$ cat config.mk
export PLATFORM = sky130hd
export DESIGN_NAME = hazard_ctrl_unit
export DESIGN_NICKNAME = d
export VERILOG_FILES = /design/src/rtl/hazard_ctrl_unit.sv
export SDC_FILE = /design/constraint.sdc
export NUM_CORES = 1
export LEC_CHECK = 0
export ABC_AREA = 1
export CAP_MARGIN = 20
export CORE_ASPECT_RATIO = 1.25
export CORE_MARGIN = 2
export CORE_UTILIZATION = 55
export CTS_CLUSTER_DIAMETER = 150
export DETAILED_ROUTE_END_ITERATION = 6
export HOLD_SLACK_MARGIN = 0.05
export PLACE_DENSITY = 0.95
export SYNTH_ARGS = -nofsm -noshare
export SYNTH_HDL_FRONTEND = slang
export SYNTH_SLANG_ARGS = --single-unit
$ cat constraint.sdc
create_clock -name clk -period 4.2 [get_ports clk]
set_input_delay 0.84 -clock clk [delete_from_list [all_inputs] [get_ports clk]]
set_output_delay 0.84 -clock clk [all_outputs]
set_load 0.02 [all_outputs]
$ cat src/rtl/hazard_ctrl_unit.sv
// hazard_ctrl_unit: RV32I 5-stage forwarding, stall/flush control, busy watchdog and perf counters
module hazard_ctrl_unit #(
  parameter int AW       = 5,
  parameter int CNT_W    = 32,
  parameter int BR_STAGE = 2,
  parameter int FWD_EN   = 1,
  parameter int BUSY_MAX = 64
) (
  input  logic             clk,
  input  logic             rst,
  input  logic [AW-1:0]    id_rs1,
  input  logic [AW-1:0]    id_rs2,
  input  logic             id_use1,
  input  logic             id_use2,
  input  logic [AW-1:0]    ex_rs1,
  input  logic [AW-1:0]    ex_rs2,
  input  logic [AW-1:0]    ex_rd,
  input  logic             ex_regwrite,
  input  logic             ex_memread,
  input  logic [AW-1:0]    mem_rd,
  input  logic             mem_regwrite,
  input  logic [AW-1:0]    wb_rd,
  input  logic             wb_regwrite,
  input  logic             br_taken,
  input  logic             ex_busy,
  output logic [1:0]       fwd_a,
  output logic [1:0]       fwd_b,
  output logic             pc_en,
  output logic             ifid_en,
  output logic             idex_en,
  output logic             ifid_flush,
  output logic             idex_flush,
  output logic             exmem_flush,
  output logic [1:0]       hz_state,
  output logic             busy_timeout,
  output logic [CNT_W-1:0] stall_cnt,
  output logic [CNT_W-1:0] flush_cnt
);
  localparam int WD_W = $clog2(BUSY_MAX + 1);
  typedef enum logic [1:0] {RUN, FLUSH, STALL_RAW, STALL_BUSY} state_t;
  state_t nxt, st;
  logic [WD_W-1:0] wd_cnt;
  logic mem_a, mem_b, wb_a, wb_b, ex_w, raw1, raw2;
  // x0 never produces a hazard, so every producer match requires rd != 0
  assign mem_a = mem_regwrite && mem_rd != '0 && mem_rd == ex_rs1;
  assign mem_b = mem_regwrite && mem_rd != '0 && mem_rd == ex_rs2;
  assign wb_a  = wb_regwrite && wb_rd != '0 && wb_rd == ex_rs1;
  assign wb_b  = wb_regwrite && wb_rd != '0 && wb_rd == ex_rs2;
  assign ex_w  = ex_rd != '0 && ((FWD_EN != 0) ? ex_memread : ex_regwrite);
  always_comb begin
    raw1 = id_use1 && ((ex_w && ex_rd == id_rs1) ||
           (FWD_EN == 0 && mem_regwrite && mem_rd != '0 && mem_rd == id_rs1));
    raw2 = id_use2 && ((ex_w && ex_rd == id_rs2) ||
           (FWD_EN == 0 && mem_regwrite && mem_rd != '0 && mem_rd == id_rs2));
    nxt  = rst ? RUN : br_taken ? FLUSH : ex_busy ? STALL_BUSY : (raw1 || raw2) ? STALL_RAW : RUN;
    fwd_a = (rst || FWD_EN == 0) ? 2'b00 : mem_a ? 2'b10 : wb_a ? 2'b01 : 2'b00;
    fwd_b = (rst || FWD_EN == 0) ? 2'b00 : mem_b ? 2'b10 : wb_b ? 2'b01 : 2'b00;
    pc_en       = nxt == RUN || nxt == FLUSH;
    ifid_en     = nxt == RUN || nxt == FLUSH;
    idex_en     = nxt != STALL_BUSY;
    ifid_flush  = nxt == FLUSH;
    idex_flush  = (nxt == FLUSH && BR_STAGE >= 1) || nxt == STALL_RAW;
    exmem_flush = (nxt == FLUSH && BR_STAGE == 2) || nxt == STALL_BUSY;
  end
  assign hz_state = st;
  always_ff @(posedge clk) begin
    if (rst) begin
      st           <= RUN;
      wd_cnt       <= '0;
      busy_timeout <= 1'b0;
      stall_cnt    <= '0;
      flush_cnt    <= '0;
    end else begin
      st <= nxt;
      if ((nxt == STALL_RAW || nxt == STALL_BUSY) && stall_cnt != '1) stall_cnt <= stall_cnt + 1'b1;
      if (nxt == FLUSH && flush_cnt != '1) flush_cnt <= flush_cnt + 1'b1;
      wd_cnt <= (nxt != STALL_BUSY) ? '0 : (wd_cnt == WD_W'(BUSY_MAX)) ? wd_cnt : wd_cnt + 1'b1;
      if (nxt == STALL_BUSY && wd_cnt >= WD_W'(BUSY_MAX - 1)) busy_timeout <= 1'b1;
    end
  end
endmodule

==> results by group, run 1 <==
Die
  – Row Count: 39
  – I/O Pins: 122
  – Die X: 91.4 µm
  – Die area: 10400 µm²
  – Die height: 113 µm
  – Starting Density: 57.0%
  – Core area: roughly 9000 µm²

Setup path
  – Most Frequent Cell on Critical Path: nand2_1
  – Type of origin of the critical path: input port
  – CP max stage delay: 560 ps
  – Critical Path, Cell by Cell: clkdlybuf4s50_1 -> or2_2 -> a21oi_1 -> nand3_1 -> nand2_1 -> nand2_1 -> nand2_1 -> nand2_1 -> ha_1 -> buf_4 -> clkdlybuf4s50_1
  – Required @ worst endpoint: about 3400 ps
  – Crit-path slowest cell: clkdlybuf4s50_1
  – Critical path class: in2out
  – Worst setup EP type: primary output
  – Arrival time worst endpoint: 3100 ps
  – Largest fanout on the critical path: 10

STA
  – Setup violations, final: 0
  – Fin crit period: 3940 ps
  – Unrepaired setup endpoints after global routing: no
  – Tightest Pin Transition: 539 ps
  – Final cycle utilization of the critical path: 93.9%
  – WHS: 453 ps
  – Setup_tns: 0 ps
  – Final Hold Fails: 0
  – Slew Limit Fails: 0
  – Final Skew: 5.55 ps
  – Relative slew margins: between 60% and 70%
  – Max Clock Freq: ~250 MHz
  – PnR worst setup slack: between 200 and 300 ps

Clocking
  – CTS Buf Count: 9
  – Sinks on Clock Net: 74
  – Clk_lat worst skew: 340 ps
  – Clock Tree Buf Depth: 2
  – CTS Hold Bufs: 0
  – CTS root buf: clkbuf_16
  – Depth of the CTS H-tree: 3
  – Resized Gates After CTS: 0
  – CTS tree: built
  – CTS clk-pin slew, worst paths: 50 ps
  – Buffer count from post-CTS setup fixing: 0

Final layout
  – Area occupied by multi-input gates: 3320 µm²
  – Share of layout cells above drive strength 1: 8.05%
  – Fillers: 735
  – N_diodes: 0
  – Layout area overhead: 29.0%
  – Sequential Area: 1480 µm²
  – Final nets: 1018

Logic synthesis
  – Ranking of synthesized cells by area: dfxtp_1 (28%), nand2_1 (21%), nor2_1 (10%), inv_1 (5.6%), xor2_1 (4.3%)
  – Synthesized area per cell: 6.20 µm²
  – Cell taking the most area after synthesis: dfxtp_1
  – Post-Syn Area: 5260 µm²
  – Ys Warns: 0
  – Post-synthesis sequential element count: 74
  – Post-Synthesis Cells: 848
  – Syn nets: 902
  – Top cell type's share of synthesized area: 28.2%
  – Number of distinct library cells after synthesis: 32
  – Sequential fraction of the synthesis area: 28.2%

Power
  – Worst VDD drop: 203 µV
  – Power share of the combinational group: 10.8%
  – Sw frac: 24.2%
  – Clock network power share: 46.5%
  – P_leak: roughly 2.5 nW
  – Sequential power share: 42.7%
  – Switch Pwr: 403 µW
  – PD cells: 246 nW/µm²
  – P_int: 1.26 mW

Placement
  – Pre-CTS setup slack: 152 ps
  – PortBufs: 120
  – Gp weighted congestion: 1.03
  – Hpwl dp: between 10000 and 15000 µm

Detailed routing
  – Final wirelength: ~14000 µm
  – DR DRC count: 0
  – Vias/cell: 5.22
  – Starting DRT DRC Count: 380
  – Detail Route Antenna Nets: 0
  – Via count: roughly 5700
  – Pre-Repair DR Iteration Count: 6
  – Detailed-route wire length per cell: ~13 µm

Job
  – Max cap viols: 0

Global routing
  – Total congestion overflow: 0
  – First-pass GRT wire length: around 24000 µm
  – Vias in the first global route: between 5000 and 6000
  – Overall routing resource usage: 28.7%
  – Pin count of the biggest net entering global routing: 37
  – Antenna violations before repair: 0

Hold path
  – Hold WC Path Type: reg2reg

Status
  – Status: finished clean
-- state kept, by name, indices dropped and copies added (netlist names) --
| register | cells |
|---|---|
| busy_timeout | 1 |
| flush_cnt | 32 |
| hz_state | 2 |
| stall_cnt | 32 |
| wd_cnt | 7 |
-- final timing paths --
| path | start | end | slack (ps) | cells past startpoint |
|---|---|---|---|---|
| worst max register to register | stall_cnt[0]$_SDFFE_PP0P_ | stall_cnt[25]$_SDFFE_PP0P_ | 2080 | 10 |
| worst min-delay path | busy_timeout$_SDFFE_PP0P_ | busy_timeout$_SDFFE_PP0P_ | 450 | 2 |
| worst max-delay path | ex_rd[4] | ifid_flush | 260 | 11 |
| worst min register to register | busy_timeout$_SDFFE_PP0P_ | busy_timeout$_SDFFE_PP0P_ | 450 | 2 |
-- Yosys cell counts, drive strengths merged --
cell type	n
nand2	314
nor2	152
inv	80
dfxtp	74
a21oi	60
nand3	42
xor2	26
o21ai	21
xnor2	20
nand4	12
buf	11
ha	9
clkbuf	7
nor3	6
nor3b	4
nor4	4
or2	3
nand3b	1
o22ai	1
or3	1
-- cell families after synthesis --
group                      after synthesis  synth area share (%)
buffers and inverters                   98                  8.67
xor gates and xnor gates                46                  7.67
and+or+nand+nor                        539                  43.8
DFF                                     74                  28.2
AOI/OAI and AO/OA                       82                  9.55
adders and majority gates                9                  2.14
-- stage by stage --
stage	utilization, %	instances	total power, mW	area, µm²
5_1_grt	73.5	1092	1.72	6780
3_3_place_gp	70.2	1076	0.902	6480
4_1_cts	73.5	1092	1.67	6780
2_1_floorplan	-	848	0.832	5260
6_report	73.5	1092	1.67	6780
3_5_place_dp	70.2	1076	0.906	6480
-- cells in the final DEF (no fill, tap or decap), drive strengths merged, types with 6 or more instances in the layout --
cell             n
nand2          314
nor2           152
clkbuf          12
inv             80
xnor2           20
ha               9
xor2            26
a21oi           60
dfxtp           74
nand4           12
nor3             6
clkdlybuf4s50  117
nand3           42
o21ai           21
-- per-layer routing --
layer | global-route usage (%) | up-vias | share of wire [%] | wire [µm]
met1 | 31.2 | 2547 | 39 | 5600
li1 | - | 2890 | - | -
met5 | 0 | - | 0 | 0
met3 | 4.66 | 57 | 5.5 | 788
met4 | 15.9 | 0 | 4.4 | 641
met2 | 52.4 | 203 | 51 | 7420
-- critical path: cells and delay by family --
kind / cells / cell delay, ps
buffers and inverters: 3 / 1200
and+or+nand+nor: 6 / 690
adders and majority gates: 1 / 200
AOI/OAI and AO/OA: 1 / 160
-- power groups by stage --
stage,Sequential [mW],Combinational [mW],Clock (mW)
5_1_grt,0.712,0.196,0.810
3_3_place_gp,0.727,0.175,0
2_1_floorplan,0.731,0.101,0
6_report,0.712,0.180,0.774
4_1_cts,0.712,0.181,0.781
3_5_place_dp,0.727,0.179,0
-- cell type report --
class                           instances  share of cell area (%)
Timing Repair Buffer                  123                    18.0
Tap cell                              123                    2.27
Multi-Input combinational cell        676                    48.9
Inverter                               80                    4.50
Clock buffer                           12                    3.64
Sequential cell                        74                    21.8
Clock inverter                          4                   0.757
Power figures use the tool's default switching activity.
==> run 2: changes to the inputs <==
Settings changed: ABC_CLOCK_PERIOD_IN_PS from default to 4200, GPL_ROUTABILITY_DRIVEN from default to 0.
==> results by group, run 2 (synthesis gave the netlist of run 1 again) <==
Setup path
  – Required @ worst endpoint: 3360 ps (about the same)
  – Critical path class: in2out (unchanged)
  – Worst setup EP type: primary output (unchanged)
  – R2R depth: 10 (unchanged)
  – CP max stage delay: 550 ps (was 560 ps)
  – Most Frequent Cell on Critical Path: nand2_1 (unchanged)
  – Crit-path slowest cell: clkdlybuf4s50_1 (unchanged)
  – Largest fanout on the critical path: 4 (was 10)
  – Arrival time worst endpoint: 3210 ps (was 3100 ps)
  – Type of origin of the critical path: input port (unchanged)
  – Critical Path, Cell by Cell: clkdlybuf4s50_1 -> or2_2 -> a21oi_1 -> nand3_1 -> nand2_1 -> nand2_1 -> nand2_1 -> nand2_1 -> ha_1 -> or2_2 -> clkdlybuf4s50_1 (was clkdlybuf4s50_1 -> or2_2 -> a21oi_1 -> nand3_1 -> nand2_1 -> nand2_1 -> nand2_1 -> nand2_1 -> ha_1 -> buf_4 -> clkdlybuf4s50_1)

Power
  – Power share of the combinational group: 10.6% (was 10.8%)
  – P_leak: 2.46 nW (was 2.45 nW)
  – PD cells: 253 nW/µm² (was 246 nW/µm²)
  – Sequential power share: 41.2% (was 42.7%)
  – Sw frac: 26.6% (was 24.2%)
  – Power Total: 1.72 mW (was 1.67 mW)
  – Clock network power share: 48.1% (was 46.5%)
  – Switch Pwr: 458 µW (was 403 µW)
  – P_int: 1.27 mW (was 1.26 mW)
  – Worst VDD drop: 197 µV (was 203 µV)

Final layout
  – Sequential Area: 1480 µm² (unchanged)
  – Post-route cell area: 6810 µm² (was 6780 µm²)
  – Fillers: 705 (was 735)
  – Most frequent cells in the layout: nand2_1 (293), nor2_1 (142), clkdlybuf4s50_1 (119) (was nand2_1 (293), nor2_1 (142), clkdlybuf4s50_1 (117))
  – Final nets: 1020 (was 1018)
  – Layout area overhead: 29.5% (was 29.0%)
  – Share of layout cells above drive strength 1: 8.44% (was 8.05%)
  – Final cell count without fillers: 1094 (was 1092)
  – Area occupied by multi-input gates: 3320 µm² (unchanged)
  – N_diodes: 0 (unchanged)
  – Util after Layout: 73.8% (was 73.5%)
  – Most common library cell in the layout ignoring fill and taps: nand2_1 (unchanged)
  – Largest regs: flush_cnt: 32 flops, stall_cnt: 32 flops, wd_cnt: 7 flops (unchanged)

Clocking
  – CTS tree: built (unchanged)
  – CTS clk-pin slew, worst paths: 60 ps (was 50 ps)
  – Buffer count from post-CTS setup fixing: 0 (unchanged)
  – Depth of the CTS H-tree: 3 (unchanged)
  – CTS root buf: clkbuf_16 (unchanged)
  – CTS Buf Count: 9 (unchanged)
  – Resized Gates After CTS: 0 (unchanged)
  – CTS Hold Bufs: 0 (unchanged)
  – Sinks on Clock Net: 74 (unchanged)
  – Clk_lat worst skew: 350 ps (was 340 ps)
  – Clock Tree Buf Depth: 2 (unchanged)

Die
  – Core area: 9220 µm² (unchanged)
  – I/O Pins: 122 (unchanged)
  – Die area: 10400 µm² (unchanged)
  – Starting Density: 57.0% (unchanged)
  – Row Count: 39 (unchanged)
  – Die X: 91.4 µm (unchanged)
  – Die height: 113 µm (unchanged)

Hold path
  – Worst hold path depth: 2 (unchanged)
  – Hold WC Path Type: reg2reg (unchanged)

Detailed routing
  – Detail Route Antenna Nets: 0 (unchanged)
  – Starting DRT DRC Count: 386 (was 380)
  – Pre-Repair DR Iteration Count: 6 (unchanged)
  – DR DRC count: 0 (unchanged)
  – Final wirelength: 14900 µm (was 14500 µm)
  – Vias/cell: 5.34 (was 5.22)
  – Detailed-route wire length per cell: 13.6 µm (was 13.2 µm)
  – Via count: 5844 (was 5697)

STA
  – Unrepaired setup endpoints after global routing: no (unchanged)
  – Relative slew margins: 65.2% (was 64.0%)
  – Setup violations, final: 0 (unchanged)
  – Final Skew: 12.2 ps (was 5.55 ps)
  – Tightest Pin Transition: 521 ps (was 539 ps)
  – Max Clock Freq: 247 MHz (was 254 MHz)
  – Slew Limit Fails: 0 (unchanged)
  – Fin crit period: 4050 ps (was 3940 ps)
  – Final Hold Fails: 0 (unchanged)
  – Final cycle utilization of the critical path: 96.5% (was 93.9%)
  – Setup_tns: 0 ps (unchanged)

Job
  – Max cap viols: 0 (unchanged)

Global routing
  – Total congestion overflow: 0 (unchanged)
  – Met3 Use GR: 4.66% (unchanged)
  – Vias in the first global route: 5491 (was 5417)
  – Grt met1 use: 31.4% (was 31.2%)
  – Met2 Use GR: 52.8% (was 52.4%)
  – GRT Max-Usage Layer: met2 (unchanged)
  – Overall routing resource usage: 29.0% (was 28.7%)
  – First-pass GRT wire length: 24500 µm (was 24300 µm)
  – Pin count of the biggest net entering global routing: 35 (was 37)
  – Antenna violations before repair: 0 (unchanged)

Status
  – Status: finished clean (unchanged)

Placement
  – PortBufs: 120 (unchanged)
  – Hpwl dp: 10900 µm (was 10800 µm)
  – Placed inst area: 6490 µm² (was 6480 µm²)
  – Placed insts: 1078 (was 1076)
run 2: cell types whose count changed in the layout (fill, tap and decap cells not counted), moves of 2 or more:
| cell | change |
|---|---|
| inv_8 | +3 |
| buf_4 | +2 |
| clkdlybuf4s50_1 | +2 |
| clkbuf_1 | -2 |
| dlymetal6s2s_1 | -2 |
| inv_6 | +3 |
run 2: metrics by stage:
stage                     setup slack (ps)  hold slack [ps]
after global placement                 228              440
final                                  146              452
after detailed placement               193              449
after global routing                  52.0              485
after floorplan                        789              459
after CTS                              185              458
run 2: layout make-up:
type | count | area share (%)
sequential | 74 | 21.8
multi-input combinational | 676 | 48.7
inverter | 80 | 4.48
clock buffer | 9 | 3.31
clock inverter | 7 | 1.32
tap | 123 | 2.26
timing repair buffer | 125 | 18.1
run 2: worst max-delay path: cells and delay by family:
family | cells | cell delay, ps
fa+ha+maj | 1 | 180
buf+inv | 2 | 1000
compound gates | 1 | 160
simple gates | 7 | 1030
run 2: per-layer routing:
layer	wire [µm]	up-vias
li1	-	2888
met1	5600	2629
met2	7680	259
met3	914	68
met4	681	0
met5	0	-
run 2: worst paths after layout:
kind / start / to / slack (ps)
worst max-delay path: ex_rd[4] / ifid_en / 150
worst min-delay path: busy_timeout$_SDFFE_PP0P_ / busy_timeout$_SDFFE_PP0P_ / 450
worst max register to register: stall_cnt[0]$_SDFFE_PP0P_ / stall_cnt[10]$_SDFFE_PP0P_ / 2080
worst min register to register: busy_timeout$_SDFFE_PP0P_ / busy_timeout$_SDFFE_PP0P_ / 450
run 2: power by group through the flow:
stage | Clock (mW) | Combinational, mW | Sequential [mW]
after CTS | 0.838 | 0.183 | 0.711
after global placement | 0 | 0.177 | 0.727
final | 0.830 | 0.183 | 0.711
after global routing | 0.867 | 0.199 | 0.711
after detailed placement | 0 | 0.182 | 0.727
after floorplan | 0 | 0.101 | 0.731
